$ cat config.mk
export PLATFORM = sky130hd
export DESIGN_NAME = uart_rx
export DESIGN_NICKNAME = d
export VERILOG_FILES = /design/src/rtl/uart_pkg.sv /design/src/rtl/uart_sync.sv /design/src/rtl/uart_rx.sv
export SDC_FILE = /design/constraint.sdc
export NUM_CORES = 1
export LEC_CHECK = 0
export ABC_AREA = 1
export ABC_CLOCK_PERIOD_IN_PS = 2300
export BUFFER_PORTS_ARGS = -buffer_cell sky130_fd_sc_hd__clkbuf_2
export CAP_MARGIN = 20
export CORE_ASPECT_RATIO = 0.7
export CORE_MARGIN = 3
export CORE_UTILIZATION = 50
export CTS_CLUSTER_DIAMETER = 200
export DETAILED_ROUTE_END_ITERATION = 12
export GPL_TIMING_DRIVEN = 0
export HOLD_SLACK_MARGIN = 0.08
export PLACE_DENSITY_LB_ADDON = 0.12
export SETUP_SLACK_MARGIN = 0.5
export SKIP_CTS_REPAIR_TIMING = 1
export SLEW_MARGIN = 20
export SYNTH_ARGS = -nofsm -noshare
export SYNTH_HDL_FRONTEND = slang
export SYNTH_HIERARCHICAL = 1
export SYNTH_SLANG_ARGS = --single-unit
$ cat constraint.sdc
create_clock -name i_Clock -period 2.3 [get_ports i_Clock]
set_input_delay 0.115 -clock i_Clock [delete_from_list [all_inputs] [get_ports i_Clock]]
set_output_delay 0.115 -clock i_Clock [all_outputs]
set_load 0.01 [all_outputs]
$ cat src/rtl/uart_pkg.sv
// Shared UART definitions: receiver state encoding and frame geometry.
package uart_pkg;

    localparam int unsigned UART_DATA_BITS = 8;
    localparam int unsigned UART_CNT_W     = 9;
    localparam int unsigned UART_IDX_W     = 3;

    typedef enum logic [2:0] {
        IDLE,
        START,
        DATA,
        STOP,
        BREAK
    } rx_state_t;

endpackage

$ cat src/rtl/uart_sync.sv
// Two-flop synchroniser for an asynchronous single-bit input.
module uart_sync #(
    parameter logic ResetVal = 1'b1
) (
    input  logic clk_i,
    input  logic rst_i,
    input  logic d_i,
    output logic q_o
);

    logic [1:0] sync_q;
    logic [1:0] sync_d;

    always_comb begin
        sync_d = {sync_q[0], d_i};
    end

    always_ff @(posedge clk_i) begin
        if (rst_i) begin
            sync_q <= {2{ResetVal}};
        end else begin
            sync_q <= sync_d;
        end
    end

    assign q_o = sync_q[1];

endmodule

$ cat src/rtl/uart_rx.sv
// 8N1 UART receiver: mid-bit sampling, start-glitch rejection, framing-error and break handling.
module uart_rx
    import uart_pkg::*;
#(
    parameter int unsigned CLKS_PER_BIT = 87
) (
    input  logic       i_Clock,
    input  logic       i_Reset,
    input  logic       i_Rx_Serial,
    output logic       o_Rx_DV,
    output logic [7:0] o_Rx_Byte,
    output logic       o_Rx_Active,
    output logic       o_Frame_Err
);

    localparam logic [UART_CNT_W-1:0] LastCnt = UART_CNT_W'(CLKS_PER_BIT - 1);
    localparam logic [UART_CNT_W-1:0] HalfCnt = UART_CNT_W'((CLKS_PER_BIT - 1) / 2);
    localparam logic [UART_IDX_W-1:0] LastIdx = UART_IDX_W'(UART_DATA_BITS - 1);

    logic                      r_Rx;
    rx_state_t                 state_q, state_d;
    logic [UART_CNT_W-1:0]     cnt_q, cnt_d;
    logic [UART_IDX_W-1:0]     idx_q, idx_d;
    logic [UART_DATA_BITS-1:0] shift_q, shift_d;
    logic [UART_DATA_BITS-1:0] byte_q, byte_d;
    logic                      dv_q, dv_d;
    logic                      fe_q, fe_d;
    logic                      active_q, active_d;

    uart_sync #(
        .ResetVal(1'b1)
    ) u_rx_sync (
        .clk_i(i_Clock),
        .rst_i(i_Reset),
        .d_i  (i_Rx_Serial),
        .q_o  (r_Rx)
    );

    always_ff @(posedge i_Clock) begin
        if (i_Reset) begin
            state_q  <= IDLE;
            cnt_q    <= '0;
            idx_q    <= '0;
            shift_q  <= '0;
            byte_q   <= '0;
            dv_q     <= 1'b0;
            fe_q     <= 1'b0;
            active_q <= 1'b0;
        end else begin
            state_q  <= state_d;
            cnt_q    <= cnt_d;
            idx_q    <= idx_d;
            shift_q  <= shift_d;
            byte_q   <= byte_d;
            dv_q     <= dv_d;
            fe_q     <= fe_d;
            active_q <= active_d;
        end
    end

    always_comb begin
        state_d = state_q;
        case (state_q)
            IDLE:    if (!r_Rx) state_d = START;
            START:   if (cnt_q == HalfCnt) state_d = r_Rx ? IDLE : DATA;
            DATA:    if (cnt_q == LastCnt && idx_q == LastIdx) state_d = STOP;
            STOP:    if (cnt_q == LastCnt) state_d = r_Rx ? IDLE : BREAK;
            // A line held low after a bad stop bit must return high before re-arming.
            BREAK:   if (r_Rx) state_d = IDLE;
            default: state_d = IDLE;
        endcase
    end

    always_comb begin
        cnt_d    = cnt_q;
        idx_d    = idx_q;
        shift_d  = shift_q;
        byte_d   = byte_q;
        dv_d     = 1'b0;
        fe_d     = 1'b0;
        active_d = (state_q == START) || (state_q == DATA) || (state_q == STOP);
        case (state_q)
            IDLE: begin
                cnt_d = '0;
                idx_d = '0;
            end
            START: begin
                cnt_d = (cnt_q == HalfCnt) ? '0 : cnt_q + 1'b1;
            end
            DATA: begin
                if (cnt_q == LastCnt) begin
                    cnt_d          = '0;
                    shift_d[idx_q] = r_Rx;
                    idx_d          = (idx_q == LastIdx) ? '0 : idx_q + 1'b1;
                end else begin
                    cnt_d = cnt_q + 1'b1;
                end
            end
            STOP: begin
                if (cnt_q == LastCnt) begin
                    cnt_d = '0;
                    if (r_Rx) begin
                        byte_d = shift_q;
                        dv_d   = 1'b1;
                    end else begin
                        fe_d = 1'b1;
                    end
                end else begin
                    cnt_d = cnt_q + 1'b1;
                end
            end
            BREAK: begin
                cnt_d = '0;
                idx_d = '0;
            end
            default: begin
                cnt_d = '0;
                idx_d = '0;
            end
        endcase
    end

    assign o_Rx_DV     = dv_q;
    assign o_Frame_Err = fe_q;
    assign o_Rx_Byte   = byte_q;
    assign o_Rx_Active = active_q;

endmodule

==> results.cfg <==
[final_layout]
ff_latch_area_um2 = 721
multi_input_area_um2 = 823
final_nets = 271
drive_gt1_share_pct = 13.6
syn_to_final_growth_pct = 14.3
nFillCells = 279
final_cell_mix = 58 x nor2_1, 58 x nand2_1, 36 x dfxtp_1, 22 x inv_1, 14 x nand3_1
num_antenna_cells = 0
instances_no_fill = 301

[sta]
worstMarginPinSlew_ns = 0.480
fin_skew_ns = 0.00667
drv_slew = 0
setup_viol = 0
finalSetupTns_ns = 0
hold_viol = 0
slew_headroom_pct = 68.0
fin_crit_ns = 1.63
rsz0062_at_grt = false
fin_crit_sh_pct = 71.0
clock.fmax_mhz = 612

[global_routing]
grt-ovfl-total = 0
grt_pass1_vias = 1208
grt_pass1_wl_mm = 5.55
grt.total_usage_pct = 18.6
grt_max_degree = 12
antenna_found_initial = 0

[setup_path]
cp_common_cell = nor2_1
crit_required_ns = 2.48
path_max_fanout = 9
slowest_delay_ns = 0.33
crit_path_start_kind = flop
end_kind = flop
critPathKind = flop to flop
cp_cell_sequence = inv_1 -> ha_1 -> nand2_1 -> nor2_2 -> nand2_4 -> nor3_4 -> inv_2 -> nor2_1 -> nor2_1
worstPathArrival_ns = 1.82
worst_path_max_delay_cell = dfxtp_1
reg2regPathDepth = 9

[drt]
drc = 0
wirelength_mm = 3.17
num_vias = 1450
via_per_inst = 4.82
first_pass_iters = 4
drtIter0Drc = 110
wl_per_cell_um = 10.5
antenna_left = 0

[pwr]
clkPwrFrac_pct = 27.8
p_comb_share_pct = 27.4
pwr-share-seq_pct = 44.8
p_leak_nw = 0.873
p_total_mw = 1.65
ir_drop_mv = 0.828
power_switching_mw = 0.585
switching_share_pct = 35.5
p_per_area_nw_per_um2 = 870
internal_power_mw = 1.06

[hold_path]
worstHoldPathType = primary input to flop
hold_depth = 3

[die]
rows = 16
die_area_um2 = 4050
die_h_um = 54.2
num_io_pins = 14
die_w_um = 74.8
initial_core_util_pct = 55.6
coreArea_um2 = 2980

[placement]
place_congestion = 0.829
post-place-cells = 289
port_buffers = 13
dp_hpwl_mm = 2.34

[synth]
syn-cell-area_um2 = 1660
yosysUniqueCellTypes = 24
syn-num-nets = 247
ys_seq_area_share_pct = 43.5
yosysWarnings = 6
ys_ff_latch = 36
synth_cells = 240
avgSynthCellArea_um2 = 6.91

[cts]
cts_tree = yes
cts_buffer_depth = 2
cts-root-buf = clkbuf_8
clk_pin_slew_ns = 0.07
clock_latency_ns = 0.29
cts_sinks = 36
cts_made_buffers = 5
h-tree-depth = 2

[job]
max_cap_violations = 0

[status]
status = finished clean
-- power groups by stage --
stage	Combinational, mW	Clock (mW)	Sequential [mW]
2_1_floorplan	0.361	0	0.740
3_3_place_gp	0.443	0	0.752
3_5_place_dp	0.443	0	0.751
4_1_cts	0.447	0.476	0.736
5_1_grt	0.538	0.505	0.747
6_report	0.452	0.459	0.738
-- cell type report --
class	instances	area share, %
Buffer	4	1.25
Clock buffer	6	4.36
Clock inverter	2	0.528
Inverter	24	4.75
Multi-Input combinational cell	176	43.4
Sequential cell	36	38.0
Tap cell	36	2.38
Timing Repair Buffer	17	5.28
-- synth_stat cells, drive strengths merged --
cell	number	area share (%)
nand2	61	15
nor2	61	15
dfxtp	36	43
inv	24	5.4
nand3	14	4.2
a21oi	11	3.3
nor3	8	3.1
o21ai	8	2.4
ha	4	3.0
xor2	4	2.1
buf	2	0.98
clkbuf	2	0.45
nand4	1	0.38
nor3b	1	0.75
nor4	1	0.38
o211ai	1	0.45
or2	1	0.38
-- registers in the layout (all words and copies together) (netlist names) --
register / flops
o_Rx_Byte: 8
shift_q: 8
o_Frame_Err: 1
o_Rx_Active: 1
u_rx_sync/sync_q: 2
o_Rx_DV: 1
cnt_q: 9
idx_q: 3
state_q: 3
-- worst max-delay path: cells and delay by family (launching register included) --
family                     cells  cell delay (ns)
and+or+nand+nor                6             0.86
adders and majority gates      1             0.14
buffers and inverters          2             0.21
DFF                            1             0.33
-- logic make-up after synthesis --
family / synth area share [%]
AOI/OAI and AO/OA: 6.19
xor gates and xnor gates: 2.11
adders and majority gates: 3.02
buffers and inverters: 6.87
DFF: 43.5
and+or+nand+nor: 38.3
-- worst paths after layout --
path,start,endpoint,slack (ns)
max,cnt_q[0],o_Rx_Byte[6],0.67
min,i_Reset,o_Rx_DV,0.31
max reg2reg,cnt_q[0],o_Rx_Byte[6],0.67
min reg2reg,u_rx_sync/sync_q[0],u_rx_sync/sync_q[1],0.41
-- metrics by stage --
| step | worst slack, ns | hold slack [ns] | util [%] | instance area (µm²) |
|---|---|---|---|---|
| 5_1_grt | 0.514 | 0.352 | 63.5 | 1900 |
| 3_3_place_gp | 0.648 | 0.288 | 59.3 | 1770 |
| 3_5_place_dp | 0.649 | 0.297 | 59.3 | 1770 |
| 6_report | 0.667 | 0.311 | 63.5 | 1900 |
| 4_1_cts | 0.627 | -0.00540 | 62.4 | 1860 |
| 2_1_floorplan | 0.919 | 0.200 | - | 1660 |
-- routing by layer --
metal  part of all wire (%)  vias up  GRT usage (%)  wire length (µm)
met5                      0        -              0                 0
met4                    1.6        0           6.21                51
met3                    4.9        5           6.16               157
met2                     36       31           24.7              1150
met1                     57      617           27.5              1820
li1                       -      797              -                 -
Note: power is estimated with default switching activity, not from simulation.
